### config.mk
export PLATFORM = sky130hd
export DESIGN_NAME = mac_seq
export DESIGN_NICKNAME = d
export VERILOG_FILES = /design/src/rtl/mac_seq_pkg.sv /design/src/rtl/mac_seq_mac.sv /design/src/rtl/mac_seq.sv
export SDC_FILE = /design/constraint.sdc
export NUM_CORES = 1
export LEC_CHECK = 0
export ABC_AREA = 1
export BUFFER_PORTS_ARGS = -buffer_cell sky130_fd_sc_hd__buf_2
export CAP_MARGIN = 20
export CORE_MARGIN = 1.5
export CORE_UTILIZATION = 60
export DETAILED_ROUTE_END_ITERATION = 10
export PLACE_DENSITY = 0.8
export SLEW_MARGIN = 5
export SYNTH_ARGS = -nofsm -noshare
export SYNTH_HDL_FRONTEND = slang
export SYNTH_HIERARCHICAL = 1
export SYNTH_SLANG_ARGS = --single-unit
### constraint.sdc
create_clock -name clk -period 9.7 [get_ports clk]
set_input_delay 0.485 -clock clk [delete_from_list [all_inputs] [get_ports clk]]
set_output_delay 0.485 -clock clk [all_outputs]
set_load 0.005 [all_outputs]
### src/rtl/mac_seq_pkg.sv
// rtl/mac_seq_pkg.sv - shared state encoding and timing constants for mac_seq
package mac_seq_pkg;

    typedef enum logic [1:0] {
        IDLE    = 2'd0,
        FETCH   = 2'd1,
        DRAIN   = 2'd2,
        CAPTURE = 2'd3
    } state_e;

    localparam int DRAIN_CYCLES = 2;
    // Read-to-accumulate path: one cycle of memory read, one of operand register.
    localparam int MAC_LATENCY  = 2;

endpackage

### src/rtl/mac_seq_mac.sv
// rtl/mac_seq_mac.sv - free-running multiply-accumulator with registered operands
module mac #(
    parameter int DATA_WIDTH = 8
) (
    input  logic                      clk,
    input  logic                      a_reset,
    input  logic [DATA_WIDTH-1:0]     a,
    input  logic [DATA_WIDTH-1:0]     b,
    output logic [2*DATA_WIDTH-1:0]   result
);

    logic [DATA_WIDTH-1:0]   a_q, b_q;
    logic [2*DATA_WIDTH-1:0] acc_q, acc_d;

    // Products and the running sum wrap silently at 2*DATA_WIDTH bits.
    always_comb begin
        acc_d = acc_q + ((2*DATA_WIDTH)'(a_q) * (2*DATA_WIDTH)'(b_q));
    end

    always_ff @(posedge clk or posedge a_reset) begin
        if (a_reset) begin
            a_q   <= '0;
            b_q   <= '0;
            acc_q <= '0;
        end else begin
            a_q   <= a;
            b_q   <= b;
            acc_q <= acc_d;
        end
    end

    assign result = acc_q;

endmodule

### src/rtl/mac_seq.sv
// rtl/mac_seq.sv - dot-product sequencer driving a clearless accumulator
module mac_seq
    import mac_seq_pkg::*;
#(
    parameter int DATA_WIDTH = 8,
    parameter int ADDR_WIDTH = 6,
    parameter int LEN_WIDTH  = 7
) (
    input  logic                      clk,
    input  logic                      a_reset,
    input  logic                      start,
    input  logic [LEN_WIDTH-1:0]      len,
    input  logic [ADDR_WIDTH-1:0]     a_base,
    input  logic [ADDR_WIDTH-1:0]     b_base,
    output logic [ADDR_WIDTH-1:0]     a_addr,
    output logic [ADDR_WIDTH-1:0]     b_addr,
    input  logic [DATA_WIDTH-1:0]     a_rdata,
    input  logic [DATA_WIDTH-1:0]     b_rdata,
    output logic                      busy,
    output logic                      done,
    output logic [2*DATA_WIDTH-1:0]   dot_result
);

    state_e                  state_q, state_d;
    logic [LEN_WIDTH-1:0]    len_q, len_d;
    logic [LEN_WIDTH-1:0]    idx_q, idx_d;
    logic [1:0]              drain_q, drain_d;
    logic [ADDR_WIDTH-1:0]   a_addr_q, a_addr_d, b_addr_q, b_addr_d;
    logic [2*DATA_WIDTH-1:0] base_acc_q, base_acc_d;
    logic [2*DATA_WIDTH-1:0] dot_result_q, dot_result_d;
    logic                    done_q, done_d;
    logic                    fetch_valid_q;
    logic [DATA_WIDTH-1:0]   mac_a, mac_b;
    logic [2*DATA_WIDTH-1:0] mac_result;

    // Zero operands outside the fetch window keep the accumulator quiescent.
    assign mac_a = fetch_valid_q ? a_rdata : '0;
    assign mac_b = fetch_valid_q ? b_rdata : '0;

    mac #(.DATA_WIDTH(DATA_WIDTH)) u_mac (
        .clk     (clk),
        .a_reset (a_reset),
        .a       (mac_a),
        .b       (mac_b),
        .result  (mac_result)
    );

    always_comb begin
        state_d      = state_q;
        len_d        = len_q;
        idx_d        = idx_q;
        drain_d      = drain_q;
        a_addr_d     = a_addr_q;
        b_addr_d     = b_addr_q;
        base_acc_d   = base_acc_q;
        dot_result_d = dot_result_q;
        done_d       = 1'b0;
        unique case (state_q)
            IDLE: begin
                if (start) begin
                    len_d      = len;
                    idx_d      = '0;
                    drain_d    = '0;
                    base_acc_d = mac_result;
                    if (len != '0) begin
                        state_d  = FETCH;
                        a_addr_d = a_base;
                        b_addr_d = b_base;
                    end else begin
                        state_d  = DRAIN;
                    end
                end
            end
            FETCH: begin
                if (idx_q == len_q - LEN_WIDTH'(1)) begin
                    state_d = DRAIN;
                end else begin
                    idx_d    = idx_q + LEN_WIDTH'(1);
                    a_addr_d = a_addr_q + ADDR_WIDTH'(1);
                    b_addr_d = b_addr_q + ADDR_WIDTH'(1);
                end
            end
            DRAIN: begin
                if (drain_q == 2'(DRAIN_CYCLES - 1)) state_d = CAPTURE;
                else                                  drain_d = drain_q + 2'd1;
            end
            CAPTURE: begin
                // Accumulator delta since start is this run's dot product.
                dot_result_d = mac_result - base_acc_q;
                done_d       = 1'b1;
                state_d      = IDLE;
            end
            default: state_d = IDLE;
        endcase
    end

    always_ff @(posedge clk or posedge a_reset) begin
        if (a_reset) begin
            state_q       <= IDLE;
            len_q         <= '0;
            idx_q         <= '0;
            drain_q       <= '0;
            a_addr_q      <= '0;
            b_addr_q      <= '0;
            base_acc_q    <= '0;
            dot_result_q  <= '0;
            done_q        <= 1'b0;
            fetch_valid_q <= 1'b0;
        end else begin
            state_q       <= state_d;
            len_q         <= len_d;
            idx_q         <= idx_d;
            drain_q       <= drain_d;
            a_addr_q      <= a_addr_d;
            b_addr_q      <= b_addr_d;
            base_acc_q    <= base_acc_d;
            dot_result_q  <= dot_result_d;
            done_q        <= done_d;
            fetch_valid_q <= (state_q == FETCH);
        end
    end

    assign a_addr     = a_addr_q;
    assign b_addr     = b_addr_q;
    assign busy       = (state_q != IDLE);
    assign done       = done_q;
    assign dot_result = dot_result_q;

endmodule

# Word-level counts from Yosys, hierarchy flattened
# Cells that the tools add are included.
dict set report word_totals {
  rom_bits 0
  latchBits 0
  regBits 96
  ram_bits 0
  elab_cells 64
  n_memories 0
  in_bits 38
  out_inout_bits 30
}
dict set report op_classes {
  order_cmp 0
  eq_ne 11
  n_bitwise 0
  n_mul 1
  shifts 0
  add_sub_neg 7
  n_div 0
  mux 22
  n_reduce_logical 10
}
# operator count
set ops {}
lappend ops {{$mux 6} 6}
lappend ops {{$pmux 6 s2} 2}
lappend ops {{$add 16x16->16} 1}
lappend ops {{$mul 8x8->16} 1}
lappend ops {{$mux 8} 2}
lappend ops {{$sub 16x16->16} 1}
lappend ops {{$mux 7} 2}
lappend ops {{$pmux 7 s2} 1}
lappend ops {{$add 6x1->6 const B} 2}
lappend ops {{$mux 2} 6}
lappend ops {{$ne 2x2->1 const B} 6}
lappend ops {{$reduce_and 3->1} 3}
lappend ops {{$pmux 2 s4} 1}
lappend ops {{$add 7x1->7 const B} 1}
lappend ops {{$eq 7x7->1} 1}
lappend ops {{$reduce_bool 7->1} 1}
lappend ops {{$sub 7x1->7 const B} 1}
lappend ops {{$reduce_bool 2->1} 3}
lappend ops {{$eq 2x1->1 const B} 2}
lappend ops {{$eq 2x2->1 const B} 2}
lappend ops {{$pmux 2 s2} 1}
lappend ops {{$reduce_and 4->1} 1}
lappend ops {{$add 2x1->2 const B} 1}
lappend ops {{$logic_not 2->1} 1}
lappend ops {{other kinds (2)} 2}

# Longest topological paths before layout
# Gate-level depths: netlist of run 1.
dict set report logic_depth {
  word_depth 4
  mapped_depth 20
  mapped_depth_nobuf 19
}

# Modules after synthesis
# The synthesis of run 1 kept the hierarchy.
# module cells_each area_each_um2 seq_area_each_um2 instances
set modules_own_cells {}
lappend modules_own_cells {mac_seq 573 4187.8 1601.5 1}
lappend modules_own_cells {mac 462 3614.7 800.8 1}

# Worst setup path after synthesis of run 1
# No wires, ideal clock.
dict set report synth_timing {
  path_kind {register to register}
  start {register u_mac.b_q[7]}
  end {register u_mac.acc_q[12], in the netlist u_mac/result[12]}
  slack_ps 5935
  arrival_ps 3648
  stages_incl_launch_ff 17
  path_buffers 1
  setup_ps 117
  required_ps 9583
  period_less_slack_ps 3765
  path_cell_list {dfrtp_1 > clkbuf_1 > nand2_1 > fa_1 > inv_1 > fa_1 > inv_1 > fa_1 > inv_1 > fa_1 > ha_1 > nand2_1 > inv_1 > a21oi_1 > nand3_1 > nand2_1 > nand2_1}
}
dict set report synth_between {
  elab_chain_len 2
}
# element line_no
set synth_lines {}
lappend synth_lines {{from (decl)} mac_seq_mac.sv:12} ;# logic [DATA_WIDTH-1:0] a_q, b_q;
lappend synth_lines {{from (signal assigned)} mac_seq_mac.sv:23} ;# b_q <= '0;
lappend synth_lines {{from (signal assigned)} mac_seq_mac.sv:27} ;# b_q <= b;
lappend synth_lines {{$mul 8x8->16} mac_seq_mac.sv:17} ;# acc_d = acc_q + ((2*DATA_WIDTH)'(a_q) * (2*DATA_WIDTH)'(b_q));
lappend synth_lines {{$add 16x16->16} mac_seq_mac.sv:17}
lappend synth_lines {{named net u_mac.acc_d[12]} mac_seq_mac.sv:13} ;# logic [2*DATA_WIDTH-1:0] acc_q, acc_d;
lappend synth_lines {{to (signal assigned)} mac_seq_mac.sv:24} ;# acc_q <= '0;
lappend synth_lines {{to (signal assigned)} mac_seq_mac.sv:28} ;# acc_q <= acc_d;
lappend synth_lines {{to (decl)} mac_seq_mac.sv:13}
# The timed path passes the listed nets, and every way through them passes these cells.
# A chain may end at the register's enable or synchronous reset.

# Worst setup path in the final report of run 1
dict set report layout_timing {
  start {register u_mac.b_q[7]}
  end {register u_mac.acc_q[10], in the netlist u_mac/result[10]}
}
# Same word-level chain as after synthesis.

==> impl_metrics.env, run 1 <==
export IMPL_htreeDepth=3
export IMPL_synth_async_reset_ratio_pct=100.0
export IMPL_gp_congestion=0.9132
export IMPL_grtUsageTotal_pct=24.99
export IMPL_rows=41
export IMPL_synth_edff_count=0
export IMPL_period_minus_slack_ns=3.970
export IMPL_p_per_area_mw_per_mm2=318.2
export IMPL_dp_worst_setup_slack_ns=5.759
export IMPL_viasPerCell=4.978
export IMPL_ant_nets=0
export IMPL_yosysSeqAreaShare_pct=30.79
export IMPL_netlist_instances=1035
export IMPL_critPathArrivalTime_ns=4.23
export IMPL_post_cts_buffers=0
export IMPL_hold_violations=0
export IMPL_fin_setup_tns_ns=0
export IMPL_setup_viol=0
export IMPL_final_cell_mix="295 x nand2_1, 239 x inv_1, 96 x dfrtp_1"
export IMPL_total_power_uw=2714
export IMPL_nFillCells=1069
export IMPL_io_pins=68
export IMPL_slew_headroom_pct=43.53
export IMPL_worstPathMaxFanout=8
export IMPL_cts_buffer_depth=2
export IMPL_regToRegEndpoint="u_mac/result[10]"
export IMPL_finClkSkew_ns=0.005355
export IMPL_chipHeight_um=117.0
export IMPL_synth_cell_types=33
export IMPL_layout_commonest_cell="nand2_1"
export IMPL_drive_above_1_share_pct=9.476
export IMPL_port_buffers=67
export IMPL_clock_latency_ns=0.35
export IMPL_drv_slew=0
export IMPL_ff2ff_setup_slack_ns=5.73
export IMPL_hp_class="input port to async pin"
export IMPL_drt_wirelength_per_cell_um=12.44
export IMPL_cts_inserted_buffers=9
export IMPL_coreArea_mm2=0.01267
export IMPL_drt_first_pass_iters=6
export IMPL_clk_pin_slew_ns=0.07
export IMPL_rsz0062_at_grt="no"
export IMPL_grt_pass1_wl_um=26900
export IMPL_critPathKind="register to register"
export IMPL_numClockSinks=96
export IMPL_cts_root_buffer="clkbuf_16"
export IMPL_power_leakage_uw=0.005132
export IMPL_postCtsHoldBufs=0
export IMPL_worst_r2r_path_depth=15
export IMPL_routed_wl_um=15660
export IMPL_grt_max_degree=46
export IMPL_required_ns=9.96
export IMPL_die_area_mm2=0.01370
export IMPL_worst_pin_slew_ns=0.8461
export IMPL_stdcell_area_mm2=0.008531
export IMPL_cp_endpoint="u_mac/result[10]"
export IMPL_area_growth_pct=9.333
export IMPL_dp_cells=1244
export IMPL_nets=1232
export IMPL_max_freq_mhz=251.9
export IMPL_timing_rr_start="u_mac/b_q[7]"
export IMPL_vias=6267
export IMPL_cts_tree="built"
export IMPL_antenna_cells=0
export IMPL_ys_seq_elements=96
export IMPL_dr_first_iter_drc_count=469
export IMPL_syn_num_nets=1184
export IMPL_ir_drop_mv=0.1411
export IMPL_synth_area_mm2=0.007802
export IMPL_ys_warnings_count=6
export IMPL_final_cells=1259
export IMPL_die_w_um=117.0
export IMPL_fin_crit_sh_pct=40.92
export IMPL_syn_avg_cell_area_um2=7.539
export IMPL_dp_hpwl_um=12270
export IMPL_placedInstanceArea_mm2=0.008235
export IMPL_drc=0
export IMPL_grt_pass1_vias=6045
export IMPL_maxCapViolCount=0
export IMPL_synthFlopType="dfrtp_1"
export IMPL_grt_overflow_total=0
export IMPL_worstSetupStartpointType="register"
export IMPL_status="completed"
export IMPL_start_util_pct=61.58
export IMPL_crit_path_start="u_mac/b_q[7]"
export IMPL_end_kind="register"
export IMPL_antenna_found_initial=0
export IMPL_post_cts_resized=0
export IMPL_fin_ws_ns=5.730
[worst min path at each step]
stage,startpoint,to,slack [ns],cells after the start
2_1_floorplan,base_acc_q[0],base_acc_q[0],0.46,2
3_3_place_gp,dot_result[1],dot_result[1],0.45,2
3_5_place_dp,dot_result[10],dot_result[10],0.46,2
4_1_cts,a_reset,u_mac/result[13],0.24,3
5_1_grt,a_reset,u_mac/result[11],0.27,3
6_report,a_reset,a_addr[3],0.23,2
[layout make-up]
type,instances,area [µm²],area share [%]
Tap cell,172,215.2,2.523
Timing Repair Buffer,71,365.4,4.283
Clock inverter,6,70.07,0.8214
Inverter,242,908.4,10.65
Sequential cell,96,2402,28.16
Multi-Input combinational cell,663,4344,50.92
Clock buffer,9,225.2,2.640
[critical path: stages, from the launching register on]
cell,delay [ns]
dfrtp_1,0.51
nand2_1,0.14
fa_1,0.52
fa_1,0.56
inv_1,0.06
fa_1,0.52
inv_1,0.05
fa_1,0.53
inv_1,0.04
ha_1,0.34
nand2_1,0.08
nand2_1,0.08
nand2_1,0.07
nand2_1,0.06
a21oi_1,0.17
xor2_1,0.17
[power by group]
| part | leakage, µW | switching [µW] | total [µW] | internal [µW] |
|---|---|---|---|---|
| combinational | 0.00381 | 978 | 1590 | 611 |
| sequential | 0.00119 | 185 | 766 | 581 |
| clock | 0.000134 | 159 | 359 | 200 |
| total | 0.00513 | 1320 | 2710 | 1390 |
[sequential cells by signal, summed over array words and instances, names as in the netlist]
| name | cells |
|---|---|
| done | 1 |
| len_q | 7 |
| u_mac/a_q | 8 |
| base_acc_q | 16 |
| fetch_valid_q | 1 |
| a_addr | 6 |
| u_mac/b_q | 8 |
| idx_q | 7 |
| u_mac/result | 16 |
| b_addr | 6 |
| dot_result | 16 |
| drain_q | 2 |
| state_q | 2 |
[synthesized netlist by cell type (3+ instances only)]
cell type | instances | area, µm²
nand3b_1 | 4 | 30.03
fa_1 | 51 | 1021
a31oi_1 | 6 | 37.54
o21ai_0 | 32 | 160.2
xnor2_1 | 10 | 87.58
buf_2 | 3 | 15.01
inv_1 | 240 | 900.9
ha_1 | 60 | 750.7
nand3_4 | 3 | 52.55
a21oi_1 | 38 | 190.2
nor2_1 | 48 | 180.2
nand2_1 | 295 | 1107
dfrtp_1 | 96 | 2402
nand3_1 | 51 | 255.2
clkbuf_1 | 28 | 105.1
xor2_1 | 16 | 140.1
nand4_1 | 27 | 168.9
o21a_1 | 3 | 22.52
[cells by family (layout without fill, tap and decap cells)]
logic type               Yosys count  after routing  share of synthesized area (%)
XOR/XNOR                          26             26                          2.918
adder cells (fa/ha/maj)          111            111                          22.71
flip-flops                        96             96                          30.79
AO/OA/AOI/OAI                     86             86                          5.901
buffers and inverters            276            328                          13.53
multiplexers                       1              1                         0.1443
AND/OR/NAND/NOR                  439            439                          24.01
[layer usage]
layer	GRT usage (%)	share of wire, %	vias up
met5	0	0	-
met3	3.450	3.8	24
met1	34.37	47	2880
li1	-	-	3211
met2	41.09	48	152
met4	8.514	1.6	0
[through the flow]
| step | utilization (%) | hold WS (ns) |
|---|---|---|
| floorplan | - | 0.4594 |
| global placement | 64.99 | 0.4528 |
| detailed placement | 64.99 | 0.4594 |
| CTS | 67.33 | 0.2408 |
| global route | 67.33 | 0.2672 |
| finish | 67.33 | 0.2279 |
No activity file was read; power rests on OpenSTA's default activity.
==> run 2, diff against run 1 <==
--- a/config.mk
+++ b/config.mk
@@ -9,9 +9,9 @@
 export BUFFER_PORTS_ARGS = -buffer_cell sky130_fd_sc_hd__buf_2
 export CAP_MARGIN = 20
 export CORE_MARGIN = 1.5
-export CORE_UTILIZATION = 60
+export CORE_UTILIZATION = 55
 export DETAILED_ROUTE_END_ITERATION = 10
-export PLACE_DENSITY = 0.8
+export PLACE_DENSITY = 0.77
 export SLEW_MARGIN = 5
 export SYNTH_ARGS = -nofsm -noshare
 export SYNTH_HDL_FRONTEND = slang
==> constraint.sdc (replaced) <==
create_clock -name clk -period 3.3 [get_ports clk]
set_input_delay 0.165 -clock clk [delete_from_list [all_inputs] [get_ports clk]]
set_output_delay 0.165 -clock clk [all_outputs]
set_load 0.005 [all_outputs]
==> impl_metrics.env, run 2 (same netlist as run 1, synthesis figures left out) <==
export IMPL_viasPerCell=5.012
export IMPL_total_power_uw=9230
export IMPL_hp_class="input port to register"
export IMPL_cts_inserted_buffers=9
export IMPL_routed_wl_um=17170
export IMPL_rsz0062_at_grt="yes"
export IMPL_critPathMaxStageDelay_ns=0.52
export IMPL_max_freq_mhz=270.4
export IMPL_nFillCells=1105
export IMPL_critPathKind="register to register"
export IMPL_cts_root_buffer="clkbuf_16"
export IMPL_grtUsageTotal_pct=24.50
export IMPL_regArea_mm2=0.002421
export IMPL_layout_commonest_cell="nand2_1"
export IMPL_cts_tree="built"
export IMPL_power_leakage_uw=0.005538
export IMPL_clock_latency_ns=0.36
export IMPL_grt_pass1_wl_um=28870
export IMPL_grt_overflow_total=0
export IMPL_critPathArrivalTime_ns=3.94
export IMPL_critical_path_top_delay_family="adder cells"
export IMPL_rows=43
export IMPL_required_ns=3.54
export IMPL_grt_max_degree=33
export IMPL_drc=0
export IMPL_numClockSinks=96
export IMPL_gp_congestion=0.8706
export IMPL_antenna_cells=0
export IMPL_die_w_um=122.1
export IMPL_cts_buffer_depth=2
export IMPL_port_buffers=67
export IMPL_die_area_mm2=0.01491
export IMPL_failed_checks="negative setup slack"
export IMPL_antenna_found_initial=0
export IMPL_htreeDepth=3
export IMPL_slew_headroom_pct=46.95
export IMPL_crit_buf_inv=4
export IMPL_fin_ws_ns=-0.3985
export IMPL_hold_violations=0
export IMPL_clk_pin_slew_ns=0.06
export IMPL_p_per_area_mw_per_mm2=970.6
export IMPL_io_pins=68
export IMPL_cp_slowest_cell="fa_1"
export IMPL_worstSetupStartpointType="register"
export IMPL_coreArea_mm2=0.01388
export IMPL_period_minus_slack_ns=3.698
export IMPL_final_cell_mix="257 x nand2_1, 219 x inv_1, 81 x dfrtp_1"
export IMPL_drt_first_pass_iters=5
export IMPL_path_cells="buf_6, nand2_4, fa_1, inv_2, fa_1, inv_2, fa_2, fa_1, inv_2, ha_4, nand2_2, nor2_1, nand3_1, nand4_1, nand2_1"
export IMPL_fin_crit_sh_pct=112.1
export IMPL_ir_drop_mv=0.4612
export IMPL_dr_first_iter_drc_count=292
export IMPL_ant_nets=0
export IMPL_holdWs_ns=0.01736
export IMPL_chipHeight_um=122.1
export IMPL_maxCapViolCount=0
export IMPL_finClkSkew_ns=0.01050
export IMPL_multiInputGateArea_mm2=0.004710
export IMPL_worst_pin_slew_ns=0.7948
export IMPL_area_growth_pct=21.87
export IMPL_drive_above_1_share_pct=22.90
export IMPL_vias=6701
export IMPL_setup_viol=10
export IMPL_worstPathMaxFanout=7
export IMPL_dp_hpwl_um=12880
export IMPL_start_util_pct=56.21
export IMPL_drv_slew=0
export IMPL_drt_wirelength_per_cell_um=12.84
export IMPL_nets=1301
export IMPL_status="finished with violations"
export IMPL_fin_setup_tns_ns=-3.259
export IMPL_grt_pass1_vias=6617
export IMPL_end_kind="register"
[run 2: repair_timing]
item	CTS	global route
buffers inserted	12	6
endpoints found under the hold margin	65	0
resized for setup	43	41
pin swaps	33	18
setup endpoints to repair	11	12
hold buffers	14	0
[run 2: power breakdown]
| part | internal (µW) | switching (µW) |
|---|---|---|
| registers | 1720 | 519 |
| logic | 2520 | 3390 |
| clock network | 611 | 470 |
[run 2: layer usage]
layer / wire length (µm) / vias to the layer above / global-route usage (%)
li1: - / 3371 / -
met2: 8778 / 131 / 45.26
met5: 0 / - / 0
met1: 7465 / 3169 / 28.99
met3: 576 / 30 / 3.792
met4: 344 / 0 / 8.067
[run 2: final timing paths]
path | depth (start not counted) | start | end | slack, ns
worst max-delay path | 15 | u_mac/a_q[5] | u_mac/result[12] | -0.40
worst min-delay path | 3 | b_rdata[4] | u_mac/b_q[4] | 0.02
worst max register to register | 15 | u_mac/a_q[5] | u_mac/result[12] | -0.40
worst min register to register | 2 | dot_result[1] | dot_result[1] | 0.47
max in group asynchronous | 4 | a_reset | a_addr[5] | 2.23
min in group asynchronous | 3 | a_reset | dot_result[0] | 0.37
[run 2: layout make-up]
| cell class | instances | area share, % |
|---|---|---|
| Tap cell | 180 | 2.368 |
| Inverter | 242 | 9.553 |
| Multi-Input combinational cell | 663 | 49.53 |
| Timing Repair Buffer | 140 | 9.895 |
| Clock buffer | 10 | 2.513 |
| Sequential cell | 96 | 25.46 |
| Clock inverter | 6 | 0.6842 |
[run 2: stage by stage]
| step | worst slack [ns] | instances | cell area, µm² | util (%) |
|---|---|---|---|---|
| floorplan | -0.1710 | 1035 | 8119 | - |
| CTS | -0.3261 | 1331 | 9323 | 67.16 |
| detailed placement | -0.4437 | 1289 | 8697 | 62.66 |
| global route | -0.5752 | 1337 | 9509 | 68.51 |
| global placement | -0.3475 | 1289 | 8697 | 62.66 |
| finish | -0.3985 | 1337 | 9509 | 68.51 |
[run 2: worst min-delay path: stages]
cell	delay [ns]
buf_2	0.08
nand2_1	0.04
inv_1	0.04
==> run 3, diff against run 2 <==
--- a/config.mk
+++ b/config.mk
@@ -5,13 +5,12 @@
 export SDC_FILE = /design/constraint.sdc
 export NUM_CORES = 1
 export LEC_CHECK = 0
-export ABC_AREA = 1
 export BUFFER_PORTS_ARGS = -buffer_cell sky130_fd_sc_hd__buf_2
 export CAP_MARGIN = 20
 export CORE_MARGIN = 1.5
 export CORE_UTILIZATION = 55
 export DETAILED_ROUTE_END_ITERATION = 10
-export PLACE_DENSITY = 0.77
+export PLACE_DENSITY = 0.78
 export SLEW_MARGIN = 5
 export SYNTH_ARGS = -nofsm -noshare
 export SYNTH_HDL_FRONTEND = slang
==> impl_metrics.env, run 3 <==
export IMPL_status="finished with violations"
export IMPL_failed_checks="negative setup slack"
export IMPL_placedInstanceArea_mm2=0.008468
export IMPL_ir_drop_mv=0.6317
export IMPL_final_cell_mix="126 x inv_1, 81 x dfrtp_1, 67 x buf_2"
export IMPL_grtUsageTotal_pct=22.47
export IMPL_port_buffers=67
export IMPL_viasPerCell=5.378
export IMPL_critPathMaxStageDelay_ns=0.56
export IMPL_ys_seq_elements=96
export IMPL_worstPathMaxFanout=6
export IMPL_period_minus_slack_ns=4.054
export IMPL_critPathKind="register to register"
export IMPL_clk_pin_slew_ns=0.07
export IMPL_grt_max_degree=47
export IMPL_holdWs_ns=0.01996
export IMPL_cts_tree="built"
export IMPL_gp_congestion=0.8721
export IMPL_io_pins=68
export IMPL_ant_nets=0
export IMPL_power_leakage_uw=0.004496
export IMPL_critical_path_top_delay_family="adder cells"
export IMPL_cts_inserted_buffers=9
export IMPL_p_per_area_mw_per_mm2=969.7
export IMPL_start_util_pct=56.65
export IMPL_setup_viol=11
export IMPL_nFillCells=1024
export IMPL_yosysTopAreaCell="dfrtp_1"
export IMPL_antenna_cells=0
export IMPL_die_area_mm2=0.01441
export IMPL_htreeDepth=3
export IMPL_rsz0062_at_grt="yes"
export IMPL_ys_warnings_count=6
export IMPL_fin_crit_sh_pct=122.8
export IMPL_die_w_um=120.0
export IMPL_synth_top_area_share_pct=31.89
export IMPL_synth_edff_count=0
export IMPL_slew_headroom_pct=42.67
export IMPL_drc=0
export IMPL_synth_cell_types=73
export IMPL_total_power_uw=8817
export IMPL_grt_pass1_vias=5513
export IMPL_synth_area_mm2=0.007532
export IMPL_stdcell_area_mm2=0.009092
export IMPL_grt_pass1_wl_um=25910
export IMPL_synth_area_leaders="dfrtp_1 32%, fa_1 14%, ha_1 10%, inv_1 6.6%, and2_1 4.0%"
export IMPL_worstSetupStartpointType="register"
export IMPL_cp_slowest_cell="fa_1"
export IMPL_dr_first_iter_drc_count=417
export IMPL_grt_overflow_total=0
export IMPL_area_growth_pct=20.71
export IMPL_path_cells="nand2_1, fa_1, inv_1, fa_2, inv_1, fa_1, inv_1, fa_1, ha_4, a21oi_2, o21ai_1, or3_1, o21bai_1, xnor2_1"
export IMPL_drv_slew=0
export IMPL_chipHeight_um=120.0
export IMPL_netlist_instances=779
export IMPL_dp_hpwl_um=11420
export IMPL_yosysSeqAreaShare_pct=31.89
export IMPL_cts_buffer_depth=2
export IMPL_drt_wirelength_per_cell_um=14.47
export IMPL_numClockSinks=96
export IMPL_crit_buf_inv=3
export IMPL_ys_top_cells_by_count="133 x inv_1, 96 x dfrtp_1, 65 x nand2_1, 60 x ha_1, 51 x fa_1"
export IMPL_nets=1048
export IMPL_maxCapViolCount=0
export IMPL_syn_num_nets=928
export IMPL_rows=42
export IMPL_syn_avg_cell_area_um2=9.669
export IMPL_clock_latency_ns=0.35
export IMPL_cts_root_buffer="clkbuf_16"
export IMPL_layout_commonest_cell="inv_1"
export IMPL_drive_above_1_share_pct=28.32
export IMPL_drt_first_pass_iters=5
export IMPL_synth_async_reset_ratio_pct=100.0
export IMPL_required_ns=3.56
export IMPL_max_freq_mhz=246.7
export IMPL_coreArea_mm2=0.01330
export IMPL_antenna_found_initial=0
export IMPL_hold_violations=0
export IMPL_critPathArrivalTime_ns=4.32
export IMPL_synthFlopType="dfrtp_1"
export IMPL_routed_wl_um=15630
export IMPL_vias=5808
export IMPL_fin_ws_ns=-0.7539
export IMPL_hp_class="input port to register"
export IMPL_finClkSkew_ns=0.01008
export IMPL_end_kind="register"
export IMPL_worst_pin_slew_ns=0.8534
export IMPL_yosysMostFrequentCell="inv_1"
[run 3: changes by cell type in the layout (fill, tap and decap cells not counted), sizes merged, moves of 22 or more]
cell,delta
inv,-107
nand2,-232
nand3,-29
nor2,-22
mux2,+26
and2,+49
[run 3: worst paths after layout]
| kind | start | to | slack (ns) | cells past startpoint |
|---|---|---|---|---|
| setup / recovery | u_mac/a_q[6] | u_mac/result[14] | -0.75 | 14 |
| hold / removal | b_rdata[3] | u_mac/b_q[3] | 0.02 | 2 |
| setup reg to reg | u_mac/a_q[6] | u_mac/result[14] | -0.75 | 14 |
| hold reg to reg | dot_result[11] | dot_result[11] | 0.48 | 2 |
| max in group asynchronous | a_reset | dot_result[0] | 2.27 | 5 |
| min in group asynchronous | a_reset | idx_q[4] | 0.27 | 3 |
[run 3: per-stage QoR]
step	setup slack (ns)	utilization, %	TNS (ns)	instances
2_1_floorplan	-0.5222	-	-3.380	779
3_3_place_gp	-0.6133	63.69	-4.798	1056
3_5_place_dp	-0.7197	63.69	-6.241	1056
4_1_cts	-0.6283	67.24	-4.981	1077
5_1_grt	-0.8814	68.39	-6.540	1080
6_report	-0.7539	68.39	-5.348	1080
[run 3: cells by family after synthesis]
logic type	after synthesis	share of synthesized area [%]
xor gates and xnor gates	23	2.674
and+or+nand+nor	233	16.54
DFF	96	31.89
muxes	31	4.568
adders and majority gates	111	23.52
AOI/OAI and AO/OA	133	12.87
buffers and inverters	152	7.923
[run 3: report_power, final]
part	internal (µW)	switching, µW	total [µW]
combinational	3120	3120	6240
clock	606	501	1110
sequential	1350	119	1470
[run 3: area by class of cell]
cell class              count  area (µm²)  share of cell area (%)
clock buffers               9       225.2                   2.477
clock inverters             7       86.33                  0.9495
inverters                 133       499.2                   5.491
multi-input cells         531        4806                   52.86
flip-flops and latches     96        2421                   26.63
well taps                 176       220.2                   2.422
repair buffers            128       834.6                   9.178
[run 3: timing repair]
action,CTS,global route
buffers inserted,4,6
hold buffers,1,0
setup endpoints to repair,11,11
pin swaps,18,15
gates resized for setup,37,31
cloned,0,0
hold endpoints to repair,32,0
[run 3: worst reg2reg max path: stages (launching register included)]
cell and delay (ns):
dfrtp_2 0.44, nand2_1 0.10, fa_1 0.53, inv_1 0.05
fa_2 0.51, inv_1 0.04, fa_1 0.47, inv_1 0.05
fa_1 0.56, ha_4 0.22, a21oi_2 0.11, o21ai_1 0.09
or3_1 0.41, o21bai_1 0.23, xnor2_1 0.15
[run 3: routing by layer]
metal | vias up | track usage (%) | routed length, µm
li1 | 2859 | - | -
met1 | 2791 | 31.54 | 7352
met2 | 136 | 36.04 | 7465
met3 | 22 | 3.470 | 558
met4 | 0 | 6.920 | 253
met5 | - | 0 | 0
